**config.mk**
```make
export PLATFORM = sky130hd
export DESIGN_NAME = mem_port_arbiter_flat
export DESIGN_NICKNAME = d
export VERILOG_FILES = /design/src/rtl/mem_arb_pkg.sv /design/src/rtl/mem_port_arbiter_if.sv /design/src/rtl/mem_arb_priority.sv /design/src/rtl/mem_port_arbiter.sv /design/src/flat_wrapper.sv
export SDC_FILE = /design/constraint.sdc
export NUM_CORES = 1
export LEC_CHECK = 0
export ABC_AREA = 1
export CAP_MARGIN = 20
export CORE_MARGIN = 3
export CORE_UTILIZATION = 41
export DETAILED_ROUTE_END_ITERATION = 8
export PLACE_DENSITY = 0.88
export SLEW_MARGIN = 40
export SYNTH_ARGS = -nofsm -noshare
export SYNTH_HDL_FRONTEND = slang
export SYNTH_HIERARCHICAL = 1
export SYNTH_SLANG_ARGS = --single-unit
export TNS_END_PERCENT = 20
```
**constraint.sdc**
```tcl
create_clock -name clk -period 1.9 [get_ports clk]
set_input_delay 0.475 -clock clk [delete_from_list [all_inputs] [get_ports clk]]
set_output_delay 0.475 -clock clk [all_outputs]
set_load 0.01 [all_outputs]
```
**src/rtl/mem_arb_pkg.sv**
```systemverilog
// mem_arb_pkg: shared types for the unified memory port arbiter.
// Holds the FSM state enum, owner encoding and watchdog length.
package mem_arb_pkg;

  typedef enum logic [1:0] {
    IDLE = 2'd0,
    BUSY = 2'd1,
    RESP = 2'd2
  } state_t;

  typedef enum logic {
    OWN_I = 1'b0,
    OWN_D = 1'b1
  } owner_t;

  localparam int TIMEOUT_CYC = 64;

endpackage

```
**src/rtl/mem_port_arbiter_if.sv**
```systemverilog
// mem_port_arbiter_if: fetch, load/store and memory signals of the arbiter.
// slave is the arbiter side; master is the requester/memory side.
interface mem_port_arbiter_if #(
  parameter int ADDR_W = 32,
  parameter int DATA_W = 32
);
  localparam int BE_W = DATA_W / 8;

  logic              i_req;
  logic [ADDR_W-1:0] i_addr;
  logic              i_done;
  logic              d_req;
  logic              d_we;
  logic [ADDR_W-1:0] d_addr;
  logic [DATA_W-1:0] d_wdata;
  logic [BE_W-1:0]   d_be;
  logic              d_done;
  logic [DATA_W-1:0] rdata;
  logic              err;
  logic              mem_req;
  logic              mem_we;
  logic [ADDR_W-1:0] mem_addr;
  logic [DATA_W-1:0] mem_wdata;
  logic [BE_W-1:0]   mem_be;
  logic [DATA_W-1:0] mem_rdata;
  logic              mem_ack;

  modport slave (
    input  i_req, i_addr,
    input  d_req, d_we, d_addr, d_wdata, d_be,
    input  mem_rdata, mem_ack,
    output i_done, d_done, rdata, err,
    output mem_req, mem_we, mem_addr,
    output mem_wdata, mem_be
  );

  modport master (
    output i_req, i_addr,
    output d_req, d_we, d_addr, d_wdata, d_be,
    output mem_rdata, mem_ack,
    input  i_done, d_done, rdata, err,
    input  mem_req, mem_we, mem_addr,
    input  mem_wdata, mem_be
  );

endinterface

```
**src/rtl/mem_arb_priority.sv**
```systemverilog
// mem_arb_priority: D-first grant with a starvation bound for I.
// Owns the saturating count of D grants made while I was waiting.
module mem_arb_priority
  import mem_arb_pkg::*;
#(
  parameter int STARVE_MAX = 4
) (
  input  logic clk,
  input  logic rst_n,
  input  logic arb_en,
  input  logic i_req,
  input  logic d_req,
  output logic gnt_valid,
  output logic gnt_d
);
  localparam int CW =
    (STARVE_MAX < 1) ? 1 : $clog2(STARVE_MAX + 1);

  logic [CW-1:0] cnt_q;
  logic          force_i;

  assign force_i   = (cnt_q == CW'(STARVE_MAX));
  assign gnt_valid = arb_en & (i_req | d_req);
  assign gnt_d     = d_req & ~(i_req & force_i);

  // Only counts while I is actually waiting behind a D grant.
  always_ff @(posedge clk or negedge rst_n) begin
    if (!rst_n) begin
      cnt_q <= '0;
    end else if (arb_en) begin
      if (gnt_d && i_req)
        cnt_q <= force_i ? cnt_q : cnt_q + 1'b1;
      else
        cnt_q <= '0;
    end
  end

endmodule

```
**src/rtl/mem_port_arbiter.sv**
```systemverilog
// mem_port_arbiter: shares one memory between fetch (I) and load/store (D).
// Define MEM_PORT_ARB_TIMEOUT_EN to end hung BUSY accesses with err.
module mem_port_arbiter
  import mem_arb_pkg::*;
#(
  parameter int ADDR_W     = 32,
  parameter int DATA_W     = 32,
  parameter int STARVE_MAX = 4
) (
  input logic               clk,
  input logic               rst_n,
  mem_port_arbiter_if.slave bus
);
  localparam int BE_W = DATA_W / 8;

  state_t            state_q, state_d;
  owner_t            own_q, own_d;
  logic              req_q, req_d;
  logic              we_q, we_d;
  logic [ADDR_W-1:0] addr_q, addr_d;
  logic [DATA_W-1:0] wdata_q, wdata_d;
  logic [BE_W-1:0]   be_q, be_d;
  logic              idone_q, idone_d;
  logic              ddone_q, ddone_d;
  logic [DATA_W-1:0] rdata_q, rdata_d;
  logic              err_q, err_d;
  logic              arb_en, gnt_valid, gnt_d;
`ifdef MEM_PORT_ARB_TIMEOUT_EN
  localparam int WD_W = $clog2(TIMEOUT_CYC);
  logic [WD_W-1:0]   wd_q, wd_d;
`endif

  assign arb_en = (state_q == IDLE);

  mem_arb_priority #(
    .STARVE_MAX(STARVE_MAX)
  ) u_prio (
    .clk      (clk),
    .rst_n    (rst_n),
    .arb_en   (arb_en),
    .i_req    (bus.i_req),
    .d_req    (bus.d_req),
    .gnt_valid(gnt_valid),
    .gnt_d    (gnt_d)
  );

  always_comb begin
    state_d = state_q;
    own_d   = own_q;
    req_d   = req_q;
    we_d    = we_q;
    addr_d  = addr_q;
    wdata_d = wdata_q;
    be_d    = be_q;
    idone_d = 1'b0;
    ddone_d = 1'b0;
    rdata_d = rdata_q;
    err_d   = 1'b0;
`ifdef MEM_PORT_ARB_TIMEOUT_EN
    wd_d    = '0;
`endif
    unique case (state_q)
      IDLE: begin
        if (gnt_valid) begin
          own_d   = gnt_d ? OWN_D : OWN_I;
          req_d   = 1'b1;
          we_d    = gnt_d & bus.d_we;
          addr_d  = gnt_d ? bus.d_addr : bus.i_addr;
          wdata_d = gnt_d ? bus.d_wdata : '0;
          be_d    = gnt_d ? bus.d_be : '1;
          state_d = BUSY;
        end
      end
      BUSY: begin
`ifdef MEM_PORT_ARB_TIMEOUT_EN
        wd_d = wd_q + 1'b1;
`endif
        if (bus.mem_ack) begin
          req_d   = 1'b0;
          rdata_d = we_q ? '0 : bus.mem_rdata;
          idone_d = (own_q == OWN_I);
          ddone_d = (own_q == OWN_D);
          state_d = RESP;
        end
`ifdef MEM_PORT_ARB_TIMEOUT_EN
        else if (wd_q == WD_W'(TIMEOUT_CYC - 1)) begin
          req_d   = 1'b0;
          rdata_d = '0;
          err_d   = 1'b1;
          idone_d = (own_q == OWN_I);
          ddone_d = (own_q == OWN_D);
          state_d = RESP;
        end
`endif
      end
      RESP:    state_d = IDLE;
      default: state_d = IDLE;
    endcase
  end

  always_ff @(posedge clk or negedge rst_n) begin
    if (!rst_n) begin
      state_q <= IDLE;
      own_q   <= OWN_I;
      req_q   <= 1'b0;
      we_q    <= 1'b0;
      addr_q  <= '0;
      wdata_q <= '0;
      be_q    <= '0;
      idone_q <= 1'b0;
      ddone_q <= 1'b0;
      rdata_q <= '0;
      err_q   <= 1'b0;
`ifdef MEM_PORT_ARB_TIMEOUT_EN
      wd_q    <= '0;
`endif
    end else begin
      state_q <= state_d;
      own_q   <= own_d;
      req_q   <= req_d;
      we_q    <= we_d;
      addr_q  <= addr_d;
      wdata_q <= wdata_d;
      be_q    <= be_d;
      idone_q <= idone_d;
      ddone_q <= ddone_d;
      rdata_q <= rdata_d;
      err_q   <= err_d;
`ifdef MEM_PORT_ARB_TIMEOUT_EN
      wd_q    <= wd_d;
`endif
    end
  end

  assign bus.mem_req   = req_q;
  assign bus.mem_we    = we_q;
  assign bus.mem_addr  = addr_q;
  assign bus.mem_wdata = wdata_q;
  assign bus.mem_be    = be_q;
  assign bus.i_done    = idone_q;
  assign bus.d_done    = ddone_q;
  assign bus.rdata     = rdata_q;
  assign bus.err       = err_q;

endmodule
```
**src/flat_wrapper.sv**
```systemverilog
// flat-port wrapper written by rule: the top's interface ports become plain ports
module mem_port_arbiter_flat import mem_arb_pkg::*;
#(
  parameter int ADDR_W     = 32,
  parameter int DATA_W     = 32,
  parameter int STARVE_MAX = 4
)
  (clk, rst_n, bus_i_req, bus_i_addr, bus_d_req, bus_d_we, bus_d_addr, bus_d_wdata, bus_d_be, bus_mem_rdata, bus_mem_ack, bus_i_done, bus_d_done, bus_rdata, bus_err, bus_mem_req, bus_mem_we, bus_mem_addr, bus_mem_wdata, bus_mem_be);
  mem_port_arbiter_if #(.ADDR_W(ADDR_W), .DATA_W(DATA_W)) bus_i ();
  input logic clk;
  input logic rst_n;
  input wire logic [$bits(bus_i.i_req)-1:0] bus_i_req;
  input wire logic [$bits(bus_i.i_addr)-1:0] bus_i_addr;
  input wire logic [$bits(bus_i.d_req)-1:0] bus_d_req;
  input wire logic [$bits(bus_i.d_we)-1:0] bus_d_we;
  input wire logic [$bits(bus_i.d_addr)-1:0] bus_d_addr;
  input wire logic [$bits(bus_i.d_wdata)-1:0] bus_d_wdata;
  input wire logic [$bits(bus_i.d_be)-1:0] bus_d_be;
  input wire logic [$bits(bus_i.mem_rdata)-1:0] bus_mem_rdata;
  input wire logic [$bits(bus_i.mem_ack)-1:0] bus_mem_ack;
  output wire logic [$bits(bus_i.i_done)-1:0] bus_i_done;
  output wire logic [$bits(bus_i.d_done)-1:0] bus_d_done;
  output wire logic [$bits(bus_i.rdata)-1:0] bus_rdata;
  output wire logic [$bits(bus_i.err)-1:0] bus_err;
  output wire logic [$bits(bus_i.mem_req)-1:0] bus_mem_req;
  output wire logic [$bits(bus_i.mem_we)-1:0] bus_mem_we;
  output wire logic [$bits(bus_i.mem_addr)-1:0] bus_mem_addr;
  output wire logic [$bits(bus_i.mem_wdata)-1:0] bus_mem_wdata;
  output wire logic [$bits(bus_i.mem_be)-1:0] bus_mem_be;
  assign bus_i.i_req = bus_i_req;
  assign bus_i.i_addr = bus_i_addr;
  assign bus_i.d_req = bus_d_req;
  assign bus_i.d_we = bus_d_we;
  assign bus_i.d_addr = bus_d_addr;
  assign bus_i.d_wdata = bus_d_wdata;
  assign bus_i.d_be = bus_d_be;
  assign bus_i.mem_rdata = bus_mem_rdata;
  assign bus_i.mem_ack = bus_mem_ack;
  assign bus_i_done = bus_i.i_done;
  assign bus_d_done = bus_i.d_done;
  assign bus_rdata = bus_i.rdata;
  assign bus_err = bus_i.err;
  assign bus_mem_req = bus_i.mem_req;
  assign bus_mem_we = bus_i.mem_we;
  assign bus_mem_addr = bus_i.mem_addr;
  assign bus_mem_wdata = bus_i.mem_wdata;
  assign bus_mem_be = bus_i.mem_be;
  mem_port_arbiter #(.ADDR_W(ADDR_W), .DATA_W(DATA_W), .STARVE_MAX(STARVE_MAX)) u_core (.clk(clk), .rst_n(rst_n), .bus(bus_i));
endmodule
```
Yosys cells after proc, flatten, opt, wreduce, memory -nomap -nowiden

Index checks and enable logic that the tools add are counted.

$lt $le $gt $ge: 0
Add/sub/neg operators: 1
Div/mod/pow operators: 0
Reductions and logical operators: 8
Mux-type cells: 17
Multipliers: 0
Shift-type cells: 0
Bitwise logic cells: 7
Equal/unequal tests: 5

Operators by type and width:

| cell                                                   | number |
|---|---|
| two-way mux 32 bit                                     | 3 |
| AND reduction 2 bit                                    | 4 |
| two-way mux 1 bit                                      | 7 |
| two-way mux 3 bit                                      | 2 |
| AND 1 bit                                              | 4 |
| two-way mux 2 bit                                      | 2 |
| two-way mux 4 bit                                      | 1 |
| inequality test 2 bit (second input constant)          | 2 |
| one-hot mux 2 bit (2 select lines)                     | 1 |
| adder 3 x 1 -> 3 bit (second input constant)           | 1 |
| == test 3 bit (second input constant)                  | 1 |
| AND reduction 3 bit                                    | 1 |
| == test 2 x 1 -> 1 bit (second input constant)         | 1 |
| zero test 2 bit                                        | 1 |
| inequality test 2 x 1 -> 1 bit (second input constant) | 1 |
| NOT 1 bit                                              | 2 |
| one-hot mux 1 bit (2 select lines)                     | 1 |
| nonzero test 2 bit                                     | 1 |
| logical AND 1 bit                                      | 1 |
| OR 1 bit                                               | 1 |

Memories kept: 0
RAM bits: 0
Bits of input ports: 138
Flip-flop bits (word level): 110
Memory bits (read-only): 0
Bits in latches: 0

Logic depth before layout (Yosys ltp)

Depth after elaboration: 7
Depth in mapped cells: 12
Mapped depth without buffers: 10

Hierarchy

The synthesis kept the hierarchy.

By module, submodules not included:

| module           | seq. area each (sq um) | area each (sq um) | cells each | times used |
|---|---|---|---|---|
| mem_port_arbiter | 2677.6                 | 4899.7            | 639        | 1 |
| mem_arb_priority | 75.1                   | 215.2             | 32         | 1 |

Worst setup path before layout

No wires, ideal clock.

Path type: register -> register
Start: register u_core.state_q[0]
End: register u_core.wdata_q[10], in the netlist u_core/bus.mem_wdata[10]
Clock period less this slack: 1.751 ns
Setup time: 0.066 ns
Required time: 1.834 ns
Arrival: 1.685 ns
Stages on the path, launching flop included: 10
Path buffers: 4
Path slack: 0.149 ns
Cells stage by stage: dfrtp_1 > nor2_4 > buf_2 > buf_6 > inv_1 > nor2_1 > buf_2 > buf_2 > nand4_1 > nand2_1

Cells in the longest elaborated chain, start to end: 3

Ends and longest elaborated chain:

| element                       | line                    | source |
|---|---|---|
| start, declared               | mem_port_arbiter.sv:16  | `state_t state_q, state_d;` |
| start signal, assigned        | mem_port_arbiter.sv:118 | `state_q <= state_d;` |
| zero test 2 bit               | mem_port_arbiter.sv:33  | `assign arb_en = (state_q == IDLE);` |
| named net u_core.arb_en       | mem_port_arbiter.sv:27  | `logic arb_en, gnt_valid, gnt_d;` |
| AND 1 bit                     | mem_arb_priority.sv:23  | `assign gnt_valid = arb_en & (i_req \| d_req);` |
| named net u_core.gnt_valid    | mem_port_arbiter.sv:27  |  |
| AND reduction 2 bit (no line) | --                      |  |
| end signal, assigned          | mem_port_arbiter.sv:123 | `wdata_q <= wdata_d;` |
| end, declared                 | mem_port_arbiter.sv:21  | `logic [DATA_W-1:0] wdata_q, wdata_d;` |

The timed path passes the listed nets, and every way through them passes these cells.
A chain may end at the register's enable or synchronous reset.

Worst setup path in the final report

Start: register u_core.addr_q[2], in the netlist u_core/bus.mem_addr[2]
End: output port bus_mem_addr[2]

RTL lines:

| element                | line                    | source |
|---|---|---|
| start, declared        | mem_port_arbiter.sv:20  | `logic [ADDR_W-1:0] addr_q, addr_d;` |
| start signal, assigned | mem_port_arbiter.sv:122 | `addr_q <= addr_d;` |
| end, declared          | flat_wrapper.sv:27      | `output wire logic [$bits(bus_i.mem_addr)-1:0] bus_mem_addr;` |

No word-level cell between the ends.

==> results.cfg <==
[clock_tree]
clkLatencyLatePin_ns = 0.34
htree_levels = 3
post_cts_buffers = 0
cts_resized = 0
cts_buffer_depth = 2
clock_sinks = 110
cts_tree = yes
clk_pin_slew_ns = 0.07
numCtsBuffers = 9
postCtsHoldBufs = 0
cts_root_buffer = clkbuf_16

[timing]
hold_viol_final = 0
setup_viol = 0
skew_ns = 0.00823
period_needed_ns = 1.75
slew_violations = 0
rsz0062_at_grt = no
timing.fmax_ghz = 0.570
timing.final.crit_share_pct = 92.3
setup_tns_ns = 0

[die]
ios = 243
fp.coreArea_um2 = 12100
dieArea_um2 = 13900
initial_utilization_pct = 42.2
fp.dieW_um = 118
die_h_um = 118
num_rows = 40

[placed_design]
placed_cells = 1060
gp_congestion = 0.863
dp_hpwl_um = 11000
place_area_um2 = 7720
io_buffer_count = 241

[global_routing]
grt_remaining_overflow = 0
grt_max_degree = 66
grt_pass1_vias = 5014
grt_pass1_wl_um = 24600
grt.total_usage_pct = 21.6
antenna_found_initial = 0

[setup_path]
r2r-start = u_core/u_prio/cnt_q[0]$_DFFE_PN0P_
critPathTopFamily = buffers and inverters
crit_fanout = 2
cpPeakStageDelay_ns = 0.57
cp-start-kind = flip-flop
cp.arrival_ns = 1.28
cp_cell_sequence = clkdlybuf4s50_1
crit_path_end_kind = output pin
path_class = flip-flop to output pin
worst-path-buf-inv = 1
cp.required_ns = 1.42
slowest_stage = clkdlybuf4s50_1
timing.critical_path.from = u_core/bus.mem_addr[2]$_DFFE_PN0P_

[yosys]
synthArstFlopShare_pct = 100
synth_top_area_share_pct = 53.8
synth-edff-count = 0
netlist_area_um2 = 5110
yosysSeqAreaShare_pct = 53.8
avgSynthCellArea_um2 = 7.62
yosys_warnings = 6
synth_top_area_cell = dfrtp_1
syn_nets = 811
ys_top_cells_by_area = dfrtp_1 (54%), nand2_1 (28%), nand4_1 (4.0%)
ys_ff_latch = 110
synth_cells = 671
ys_types = 21
ys.flop_type = dfrtp_1

[layout]
antenna_cells = 0
area_growth_pct = 57.7
fillers = 1003
design_area_um2 = 8070
stdcell_count = 1076
drive_gt1_share_pct = 5.07
nets = 1043

[run_status]
status = finished, final reports clean

[hold_path]
hold_class = input pin to asynchronous set/reset pin

[route]
vias = 5000
drcViolationCount = 0
avgViaCountPerCell = 4.65
first_iter_violations = 408
drt-total-wl_um = 14800
post_drt_wl_per_cell_um = 13.8
ant_nets = 0
dr.pass1.iters = 5

[power]
ir_worst_vdd_mv = 0.531
p_leak_nw = 4.16
powerDensity_nw_per_um2 = 1410

[run]
drv_cap = 0
## metrics by stage
| step | total power [mW] | setup WS, ns | utilization [%] | hold slack, ns |
|---|---|---|---|---|
| finish | 11.4 | 0.145 | 66.6 | 0.0227 |
| global route | 12.2 | 0.0800 | 66.6 | 0.0356 |
| CTS | 11.5 | 0.122 | 66.6 | 0.0241 |
| detailed placement | 9.27 | 0.0452 | 63.7 | 0.390 |
| global placement | 9.12 | 0.0985 | 63.7 | 0.390 |
| floorplan | 6.43 | 0.149 | - | 0.179 |
## final cells by class
class / count / area, um^2 / area share [%]
clock buffer: 9 / 225 / 2.79
clock inverter: 7 / 121 / 1.50
inverter: 48 / 181 / 2.25
multi-input combinational: 472 / 1920 / 23.8
sequential: 110 / 2750 / 34.1
tap: 168 / 210 / 2.61
timing repair buffer: 262 / 2660 / 32.9
## worst reg2reg max path: cells and delay by family, from the launching register on
| kind | cells | cell delay (ns) |
|---|---|---|
| simple gates | 6 | 0.48 |
| buf+inv | 3 | 0.42 |
| flops | 1 | 0.38 |
| fa+ha+maj | 1 | 0.22 |
## kinds of logic after synthesis
family,Yosys count,share of synthesized area (%)
other cells,1,0.0733
buf+inv,89,8.81
compound gates,3,0.293
simple gates,466,36.5
fa+ha+maj,2,0.489
flops,110,53.8
## state kept, by name, indices dropped and copies added (netlist names)
signal / flops
u_core/bus.mem_addr: 32
u_core/bus.mem_wdata: 32
u_core/bus.rdata: 32
u_core/bus.mem_be: 4
u_core/u_prio/cnt_q: 3
u_core/state_q: 2
u_core/bus.d_done: 1
u_core/bus.i_done: 1
u_core/bus.mem_req: 1
u_core/bus.mem_we: 1
u_core/own_q: 1
## cell usage after synthesis, types with 2 or more instances
master	count
nor2_1	38
buf_6	11
clkbuf_1	9
ha_1	2
nand2_1	383
nand4_1	33
buf_2	17
dfrtp_1	110
o21ai_0	2
inv_1	46
nand3_1	8
buf_4	3
## path summary, 6_finish.rpt
check,end,slack (ns),cells after the start
max,bus_mem_addr[2],0.15,1
max in group asynchronous,u_core/bus.mem_addr[20]$_DFFE_PN0P_,1.31,2
min,u_core/bus.rdata[20]$_DFFE_PN0P_,0.02,1
min in group clk,u_core/bus.i_done$_DFF_PN0_,0.47,1
max reg2reg,u_core/bus.mem_addr[24]$_DFFE_PN0P_,0.33,10
min reg2reg,u_core/bus.i_done$_DFF_PN0_,0.47,1
## power by group
group          internal [mW]  leakage [nW]  switching, mW  total [mW]
registers               3.31          1.40          0.556        3.87
clock network           1.29         0.158          0.852        2.15
logic                   2.66          2.60           2.68        5.34
## per-layer routing
metal  global-route usage (%)  vias to the layer above  share of wire (%)
met5                        0                        -                  0
met4                     6.96                        0                2.0
met3                     6.58                       20                8.4
met2                     37.2                      206                 49
met1                     25.8                     2289                 40
li1                         -                     2485                  -
## cells in the final DEF, fill, tap and decap left out, types with 2 or more instances in the layout
master	n
inv_1	45
buf_12	7
nor2_4	2
clkinvlp_4	3
nand4_1	33
clkbuf_16	9
nand3_1	8
bufinv_16	3
clkdlybuf4s50_1	240
nand2_1	383
ha_1	2
buf_4	15
inv_2	2
o21ai_0	2
nor2_1	37
dfrtp_1	110
Power figures use the tool's default switching activity.
